## config.mk

```make
export PLATFORM = sky130hd
export DESIGN_NAME = mmio_peripherals
export DESIGN_NICKNAME = d
export VERILOG_FILES = /design/src/rtl/mmio_peripherals_pkg.sv /design/src/rtl/tx_fifo.sv /design/src/rtl/mmio_peripherals.sv
export SDC_FILE = /design/constraint.sdc
export NUM_CORES = 1
export LEC_CHECK = 0
export CAP_MARGIN = 20
export CORE_MARGIN = 2
export CORE_UTILIZATION = 30
export CTS_CLUSTER_SIZE = 20
export DETAILED_ROUTE_END_ITERATION = 7
export HOLD_SLACK_MARGIN = 0.12
export PLACE_DENSITY = 0.62
export SLEW_MARGIN = 20
export SYNTH_ARGS = -nofsm -noshare
export SYNTH_HDL_FRONTEND = slang
export SYNTH_SLANG_ARGS = --single-unit
```

## constraint.sdc

```tcl
create_clock -name clk -period 8.75 [get_ports clk]
set_input_delay 1.75 -clock clk [delete_from_list [all_inputs] [get_ports clk]]
set_output_delay 1.75 -clock clk [all_outputs]
set_load 0.03 [all_outputs]
```

## src/rtl/mmio_peripherals_pkg.sv

```systemverilog
// rtl/mmio_peripherals_pkg.sv - shared rv32i and peripheral register definitions
package mmio_peripherals_pkg;

  // rv32i base opcodes used by the core's memory stage
  localparam logic [6:0] OP_LOAD  = 7'b0000011;
  localparam logic [6:0] OP_STORE = 7'b0100011;

  // Peripheral register byte offsets inside the 256-byte window
  localparam logic [7:0] REG_LEDS     = 8'h00;
  localparam logic [7:0] REG_MTIME    = 8'h04;
  localparam logic [7:0] REG_MTIMECMP = 8'h08;
  localparam logic [7:0] REG_STATUS   = 8'h0C;
  localparam logic [7:0] REG_TXDATA   = 8'h10;

  // STATUS register bit positions
  localparam int STAT_IRQ     = 0;
  localparam int STAT_FULL    = 1;
  localparam int STAT_EMPTY   = 2;
  localparam int STAT_OVF     = 3;
  localparam int STAT_CNT_LSB = 4;
  localparam int STAT_CNT_W   = 5;

endpackage

```

## src/rtl/tx_fifo.sv

```systemverilog
// rtl/tx_fifo.sv - circular TX byte FIFO with drop-on-full reporting
module tx_fifo #(
  parameter int DEPTH = 4,
  parameter int WIDTH = 8
) (
  input  logic                       clk,
  input  logic                       rst,
  input  logic                       push,
  input  logic [WIDTH-1:0]           push_data,
  input  logic                       pop,
  output logic [WIDTH-1:0]           head,
  output logic                       full,
  output logic                       empty,
  output logic [$clog2(DEPTH):0]     count,
  output logic                       drop
);
  localparam int PW = $clog2(DEPTH);
  localparam int CW = PW + 1;

  logic [WIDTH-1:0] mem [DEPTH];
  logic [PW-1:0]    wr_ptr;
  logic [PW-1:0]    rd_ptr;
  logic             do_push;
  logic             do_pop;

  assign full    = (count == CW'(DEPTH));
  assign empty   = (count == '0);
  // A pop in the same cycle frees a slot, so a push into a full FIFO still lands.
  assign do_pop  = pop && !empty;
  assign do_push = push && (!full || do_pop);
  assign drop    = push && full && !do_pop;
  assign head    = mem[rd_ptr];

  // Pointer and occupancy bookkeeping; pointers wrap naturally at power-of-two depth
  always_ff @(posedge clk) begin
    if (rst) begin
      wr_ptr <= '0;
      rd_ptr <= '0;
      count  <= '0;
    end else begin
      if (do_push) wr_ptr <= wr_ptr + PW'(1);
      if (do_pop)  rd_ptr <= rd_ptr + PW'(1);
      if (do_push && !do_pop)      count <= count + CW'(1);
      else if (!do_push && do_pop) count <= count - CW'(1);
    end
  end

  // Storage array; contents need no reset because the pointers define validity
  always_ff @(posedge clk) begin
    if (!rst && do_push) mem[wr_ptr] <= push_data;
  end

endmodule

```

## src/rtl/mmio_peripherals.sv

```systemverilog
// rtl/mmio_peripherals.sv - LED, machine timer and TX FIFO memory-mapped peripherals
module mmio_peripherals
  import mmio_peripherals_pkg::*;
#(
  parameter logic [31:0] BASE_ADDR  = 32'hF000_0000,
  parameter int          FIFO_DEPTH = 4
) (
  input  logic        clk,
  input  logic        rst,
  input  logic [31:0] addr,
  input  logic [31:0] wr_data,
  input  logic        wr_ena,
  output logic [31:0] rd_data,
  output logic        hit,
  output logic [7:0]  leds,
  output logic        timer_irq,
  output logic        tx_valid,
  output logic [7:0]  tx_data,
  input  logic        tx_ready
);
  localparam int CW = $clog2(FIFO_DEPTH) + 1;

  logic          sel;
  logic          wr_sel;
  logic [7:0]    off;
  logic [31:0]   mtime;
  logic [31:0]   mtimecmp;
  logic [31:0]   status;
  logic [31:0]   rd_next;
  logic          tx_overflow;
  logic          fifo_full;
  logic          fifo_empty;
  logic [CW-1:0] fifo_count;
  logic          push;
  logic          pop;
  logic          push_drop;
  logic          clr_irq;
  logic          clr_ovf;
  logic          unused_addr_lsbs;

  // Byte lanes are not supported; the two low address bits never select anything.
  assign unused_addr_lsbs = ^addr[1:0];

  assign sel      = (addr[31:8] == BASE_ADDR[31:8]);
  assign off      = {addr[7:2], 2'b00};
  assign wr_sel   = wr_ena && sel;
  assign push     = wr_sel && (off == REG_TXDATA);
  assign tx_valid = !fifo_empty;
  assign pop      = tx_valid && tx_ready;
  assign clr_irq  = wr_sel && (off == REG_STATUS) && wr_data[STAT_IRQ];
  assign clr_ovf  = wr_sel && (off == REG_STATUS) && wr_data[STAT_OVF];

  tx_fifo #(
    .DEPTH (FIFO_DEPTH),
    .WIDTH (8)
  ) u_tx_fifo (
    .clk       (clk),
    .rst       (rst),
    .push      (push),
    .push_data (wr_data[7:0]),
    .pop       (pop),
    .head      (tx_data),
    .full      (fifo_full),
    .empty     (fifo_empty),
    .count     (fifo_count),
    .drop      (push_drop)
  );

  // Assemble STATUS and select read data from the pre-write register values
  always_comb begin
    status = '0;
    status[STAT_IRQ]   = timer_irq;
    status[STAT_FULL]  = fifo_full;
    status[STAT_EMPTY] = fifo_empty;
    status[STAT_OVF]   = tx_overflow;
    status[STAT_CNT_LSB +: STAT_CNT_W] = STAT_CNT_W'(fifo_count);
    rd_next = '0;
    if (sel) begin
      case (off)
        REG_LEDS:     rd_next = {24'd0, leds};
        REG_MTIME:    rd_next = mtime;
        REG_MTIMECMP: rd_next = mtimecmp;
        REG_STATUS:   rd_next = status;
        default:      rd_next = '0;
      endcase
    end
  end

  // Read response and window-hit flag, one cycle behind the request
  always_ff @(posedge clk) begin
    if (rst) begin
      rd_data <= '0;
      hit     <= 1'b0;
    end else begin
      rd_data <= rd_next;
      hit     <= sel;
    end
  end

  // LED, timer and compare registers; a write to MTIME replaces that cycle's increment
  always_ff @(posedge clk) begin
    if (rst) begin
      leds     <= '0;
      mtime    <= '0;
      mtimecmp <= '1;
    end else begin
      if (wr_sel && (off == REG_LEDS))     leds     <= wr_data[7:0];
      if (wr_sel && (off == REG_MTIMECMP)) mtimecmp <= wr_data;
      mtime <= (wr_sel && (off == REG_MTIME)) ? wr_data : mtime + 32'd1;
    end
  end

  // Sticky flags: a same-cycle set wins over a write-one-to-clear
  always_ff @(posedge clk) begin
    if (rst) begin
      timer_irq   <= 1'b0;
      tx_overflow <= 1'b0;
    end else begin
      if (mtime == mtimecmp) timer_irq <= 1'b1;
      else if (clr_irq)      timer_irq <= 1'b0;
      if (push_drop)         tx_overflow <= 1'b1;
      else if (clr_ovf)      tx_overflow <= 1'b0;
    end
  end

endmodule

```

# --- After elaboration in Yosys (flattened, before gate mapping) ---
# Memory sizes are Yosys's and may differ from the RTL's. A register that Yosys moved wholly into a read port is not among the register bits.
# Cells that the tools add are included.
totals:
  ff_bits: 114
  mem_bits_rw: 32
  out_inout_bits: 51
  wordCells: 64
  n_memories: 1
classes:
  n_addsub: 5
  n_eq_ne: 7
  muxes: 12
  bitwise_logic: 1
  reduce_logical: 28
memory_table:
  columns: ["memory", "depth", "width", "read_ports", "rd_clocked_by_memory_dff", "write_ports", "line_no", "text"]
  rows:
  - ["u_tx_fifo.mem", 4, 8, 1, 1, 1, "tx_fifo.sv:20", "logic [WIDTH-1:0] mem [DEPTH];"]
ops:
  columns: ["operator", "count"]
  rows:
  - ["$pmux W32 S4", 1]
  - ["$add A32 B1 Y32 const B", 1]
  - ["$eq A32 B32 Y1", 1]
  - ["$mux W32", 1]
  - ["$eq A24 B24 Y1 const B", 1]
  - ["$logic_and A1 B1 Y1", 16]
  - ["$eq A6 B2 Y1 const B", 2]
  - ["$logic_not A8 Y1", 1]
  - ["$eq A6 B1 Y1 const B", 1]
  - ["$eq A6 B3 Y1 const B", 1]
  - ["$mux W1", 6]
  - ["$mux W3", 2]
  - ["$reduce_bool A2 Y1", 3]
  - ["$logic_not A1 Y1", 5]
  - ["$add A2 B1 Y2 const B", 2]
  - ["$mux W2", 2]
  - ["$add A3 B1 Y3 const B", 1]
  - ["$eq A3 B3 Y1 const B", 1]
  - ["$logic_not A3 Y1", 1]
  - ["$sub A3 B1 Y3 const B", 1]
  - ["$reduce_or A2 Y1", 1]
  - ["$logic_or A1 B1 Y1", 1]
  - ["$not A1 Y1", 1]

# --- Logic depth before layout (Yosys ltp) ---
logic_depth:
  word_depth: 10
  mapped_depth: 10
  mapped_depth_nobuf: 9

# --- By module ---
# A second synthesis with hierarchy kept.
unflattened:
  cells_unflattened: 652
  area_unflattened_um2: 6945.4
by_module_without_submodules:
  columns: ["mod", "n_inst", "cells_each", "area_each_um2", "seq_area_each_um2"]
  rows:
  - ["mmio_peripherals", 1, 560, 5293.8, 2142.1]
  - ["tx_fifo", 1, 92, 1651.6, 1141.1]

# --- Worst setup path after synthesis ---
# Ideal clock, no wire load.
synth_path:
  kind: "input-to-reg"
  startpoint: "in addr[2]"
  endpoint: "reg u_tx_fifo.count[2]"
  setup_ns: 0.071
  arrival_ns: 3.893
  required_ns: 8.679
  setup_slack_ns: 4.786
  cell_stages: 10
  n_path_buf: 1
  path_cell_list: "buf_1 -> nor2_1 -> nand4_1 -> nor3_1 -> ha_1 -> inv_1 -> fa_1 -> xor2_1 -> or3_1 -> a21oi_1"
synth_between:
  elab_chain_len: 6
  word_cells_on_any_way: 8
synth_rtl:
  columns: ["element", "line_no", "text"]
  rows:
  - ["start, declared", "mmio_peripherals.sv:10", "input logic [31:0] addr,"]
  - ["$eq A6 B3 Y1 *", "mmio_peripherals.sv:47", "assign push = wr_sel && (off == REG_TXDATA);"]
  - ["$logic_and A1 B1 Y1 *", "mmio_peripherals.sv:47", null]
  - ["$logic_and A1 B1 Y1 *", "tx_fifo.sv:30", "assign do_push = push && (!full || do_pop);"]
  - ["$logic_not A1 Y1", "tx_fifo.sv:44", "else if (!do_push && do_pop) count <= count - CW'(1);"]
  - ["$logic_and A1 B1 Y1", "tx_fifo.sv:44", null]
  - ["$reduce_bool A2 Y1 (no source line)", null, null]
  - ["end signal, assigned", "tx_fifo.sv:43", "if (do_push && !do_pop) count <= count + CW'(1);"]
  - ["end signal, assigned", "tx_fifo.sv:44", null]
  - ["end, declared", "tx_fifo.sv:14", "output logic [$clog2(DEPTH):0] count,"]
# Every way passes the cells marked *; elsewhere a longest branch is shown, timed or not.
# A chain may end at the register's enable or synchronous reset.

# --- Worst setup path after layout ---
# Ends and elaborated chain as after synthesis.

==> impl_metrics.env <==
export IMPL_status="complete, no violations"
export IMPL_yosysWarnings=0
export IMPL_finalHoldViolCount=0
export IMPL_grt_pass1_wl_um=27400
export IMPL_syn_num_nets=741
export IMPL_final_layout_size_suffix_gt1_share_pct=8.18
export IMPL_grt_overflow_total=0
export IMPL_grt_pass1_vias=5004
export IMPL_slew_viol_final=0
export IMPL_clk_latency_ps=430
export IMPL_vias=5181
export IMPL_portBuffers=116
export IMPL_hold_slack_ps=542
export IMPL_crit_type="input port to flip-flop"
export IMPL_min_period_ps=4570
export IMPL_ctsResizeCount=0
export IMPL_synth_flop_cell="dfxtp_1"
export IMPL_worstHoldStart="leds[6]"
export IMPL_power_density_nw_per_um2=179
export IMPL_crit_slowest_cell="clkdlybuf4s50_1"
export IMPL_post_drt_wl_per_cell_um=16.3
export IMPL_tightest_slew_ps=1060
export IMPL_fin_setup_tns_ps=0
export IMPL_path_max_fanout=13
export IMPL_reg2reg_depth=9
export IMPL_htreeDepth=4
export IMPL_antenna_cells=0
export IMPL_leakagePower_nw=2.82
export IMPL_dp_cells=1018
export IMPL_dpl_hpwl_um=11900
export IMPL_holdPathEnd="leds[6]"
export IMPL_antenna_found_initial=0
export IMPL_ff2ff_setup_slack_ps=6130
export IMPL_final_nets=832
export IMPL_area_delta_synth_final_pct=29.7
export IMPL_ys_types=41
export IMPL_drt_drc_violations_left=0
export IMPL_cp_buffers_inverters=2
export IMPL_grt_use_total_pct=14.9
export IMPL_cp_cell_sequence="clkdlybuf4s50_1 -> nor2_1 -> nand4_1 -> nor3_1 -> ha_1 -> inv_1 -> fa_1 -> xor2_1 -> or3_1 -> a21oi_1"
export IMPL_yosysSeqAreaShare_pct=50.0
export IMPL_via_per_inst=4.93
export IMPL_dp_slack_ps=3570
export IMPL_slew_headroom_pct=29.4
export IMPL_pin_count=119
export IMPL_die_x_um=152
export IMPL_holdPathStages=2
export IMPL_crit_family="simple AND/OR/NAND/NOR gates"
export IMPL_layoutNonFillerInstCount=1050
export IMPL_hp_class="flip-flop to flip-flop"
export IMPL_cts_buffers=17
export IMPL_final_util_pct=39.4
export IMPL_dr_pass1_iters=5
export IMPL_synthCells=666
export IMPL_coreArea_um2=21600
export IMPL_peakVddDrop_v=0.000152
export IMPL_hold_buffers=0
export IMPL_synth_seq_cells=148
export IMPL_crit_arrival_ps=4930
export IMPL_rows=54
export IMPL_cts_tree="yes"
export IMPL_routed_wl_um=17100
export IMPL_drtIter0Drc=405
export IMPL_initial_utilization_pct=30.4
export IMPL_async_flop_share_pct=0
export IMPL_reg2reg_to="u_tx_fifo.count[2]"
export IMPL_ant_nets=0
export IMPL_end_kind="flip-flop"
export IMPL_fin_area_um2=8510
export IMPL_worstSetupStartpointType="input port"
export IMPL_rr_startpoint="u_tx_fifo.count[0]"
export IMPL_cap_violations=0
export IMPL_setup_ws_ps=4180
export IMPL_design_die_area_um2=23100
export IMPL_die_h_um=152
export IMPL_clkTransAtPathRegs_ps=70
export IMPL_post_route_period_util_pct=52.2
export IMPL_cts_buffer_depth=2
export IMPL_p_total_mw=1.52
export IMPL_placed_area_um2=7910
export IMPL_finalSetupViolations=0
export IMPL_place_congestion=0.781
export IMPL_clkSinkCount=148
export IMPL_synth_area_um2=6570
export IMPL_grt_start_max_net_pins=100
export IMPL_fin_skew_ps=9.16
export IMPL_required_ps=9110
export IMPL_syn_avg_cell_area_um2=9.86
export IMPL_synth_edf_count=32
export IMPL_max_freq_mhz=219
export IMPL_post_cts_buffers=0
export IMPL_cts_root_buffer="clkbuf_16"
export IMPL_rsz0062_at_grt="no"
export IMPL_critPathMaxStageDelay_ps=770
-- layout by cell type, fill, tap and decap left out, types with 3 or more instances in the layout --
cell type        count
ha_1                 6
a211oi_1            20
inv_6                3
and2_1               7
clkbuf_16           17
inv_1                7
a22oi_1             29
mux2i_1             17
clkdlybuf4s50_1    115
nor3_1              41
nand4_1             22
mux4_2               8
nor4_1              11
and3_1               8
o21ai_0              6
nand2_1             13
xnor2_1             28
xor2_1              39
clkinv_4             4
bufinv_16            3
dfxtp_1            116
buf_4                4
nor2_1             122
a21oi_1             37
nand3_1             15
edfxtp_1            32
a211oi_2            11
-- how the worst max path moves through the flow --
| stage | startpoint | end | slack [ps] | cells past startpoint |
|---|---|---|---|---|
| after floorplan | addr[2] | u_tx_fifo.count[2] | 4790 | 10 |
| after global placement | addr[2] | mtimecmp[12] | 3180 | 6 |
| after detailed placement | addr[2] | mtimecmp[11] | 3570 | 5 |
| after CTS | addr[2] | mtimecmp[15] | 4000 | 6 |
| after global routing | addr[2] | u_tx_fifo.count[2] | 3960 | 10 |
| final | addr[2] | u_tx_fifo.count[2] | 4180 | 10 |
-- flip-flops by register name, summed over array words and instances, names as in the netlist, named ones only --
signal / count
u_tx_fifo.rd_ptr: 2
mtimecmp: 32
mtime: 32
hit: 1
u_tx_fifo.count: 3
u_tx_fifo.wr_ptr: 2
timer_irq: 1
rd_data: 32
leds: 8
u_tx_fifo.mem: 32
tx_overflow: 1
-- worst reg2reg max path, stage by stage, from the launching register on --
cell and delay (ps):
dfxtp_1 450, or4b_2 190, nand4_1 100, nor3_1 470, ha_1 290, inv_1 60, fa_1 370, xor2_1 160
or3_1 310, a21oi_1 150
-- where the power goes --
group          total [mW]  switching [mW]  internal, mW
combinational      0.0650          0.0310        0.0340
clock               0.755           0.305         0.450
sequential          0.700         0.00217         0.698
-- cell usage after synthesis (6+ instances only) --
| cell type | n | share of area (%) |
|---|---|---|
| nor3_1 | 41 | 3.1 |
| xor2_1 | 39 | 5.2 |
| mux4_2 | 8 | 2.7 |
| ha_1 | 6 | 1.1 |
| a22oi_1 | 29 | 3.3 |
| nand3_1 | 15 | 1.1 |
| mux2i_1 | 17 | 2.6 |
| and3_1 | 8 | 0.76 |
| clkbuf_1 | 33 | 1.9 |
| o21ai_0 | 6 | 0.46 |
| nor4_1 | 11 | 1.0 |
| nor2_1 | 122 | 7.0 |
| a21oi_1 | 37 | 2.8 |
| inv_1 | 7 | 0.40 |
| nand2_1 | 13 | 0.74 |
| nand4_1 | 22 | 2.1 |
| xnor2_1 | 28 | 3.7 |
| a211oi_2 | 11 | 2.1 |
| edfxtp_1 | 32 | 15 |
| and2_1 | 8 | 0.76 |
| buf_2 | 10 | 0.76 |
| a211oi_1 | 20 | 2.3 |
| dfxtp_1 | 116 | 35 |
-- area by class of cell --
class                   instances  area, um^2
clock buffers                  17         425
clock inverters                15         180
fillers                      2150       13100
inverters                       7        26.3
multi-input cells             464        3070
flip-flops and latches        148        3280
well taps                     280         350
repair buffers                119        1180
-- metal layers --
| metal | vias to the layer above | global-route usage (%) | routed length, um |
|---|---|---|---|
| li1 | 2571 | - | - |
| met1 | 2473 | 19.7 | 7830 |
| met2 | 120 | 24.3 | 8250 |
| met3 | 17 | 3.62 | 824 |
| met4 | 0 | 3.96 | 185 |
| met5 | - | 0 | 0 |
-- cells by family (layout without fill, tap and decap cells) --
family / Yosys count / count (layout) / share of synthesized area, %
DFF: 148 / 148 / 50.0
AOI/OAI and AO/OA: 106 / 106 / 11.4
muxes: 27 / 27 / 5.68
buffers and inverters: 54 / 158 / 3.33
and+or+nand+nor: 257 / 257 / 19.2
adders and majority gates: 7 / 7 / 1.45
xor gates and xnor gates: 67 / 67 / 8.94
No activity file was read; power rests on OpenSTA's default activity.
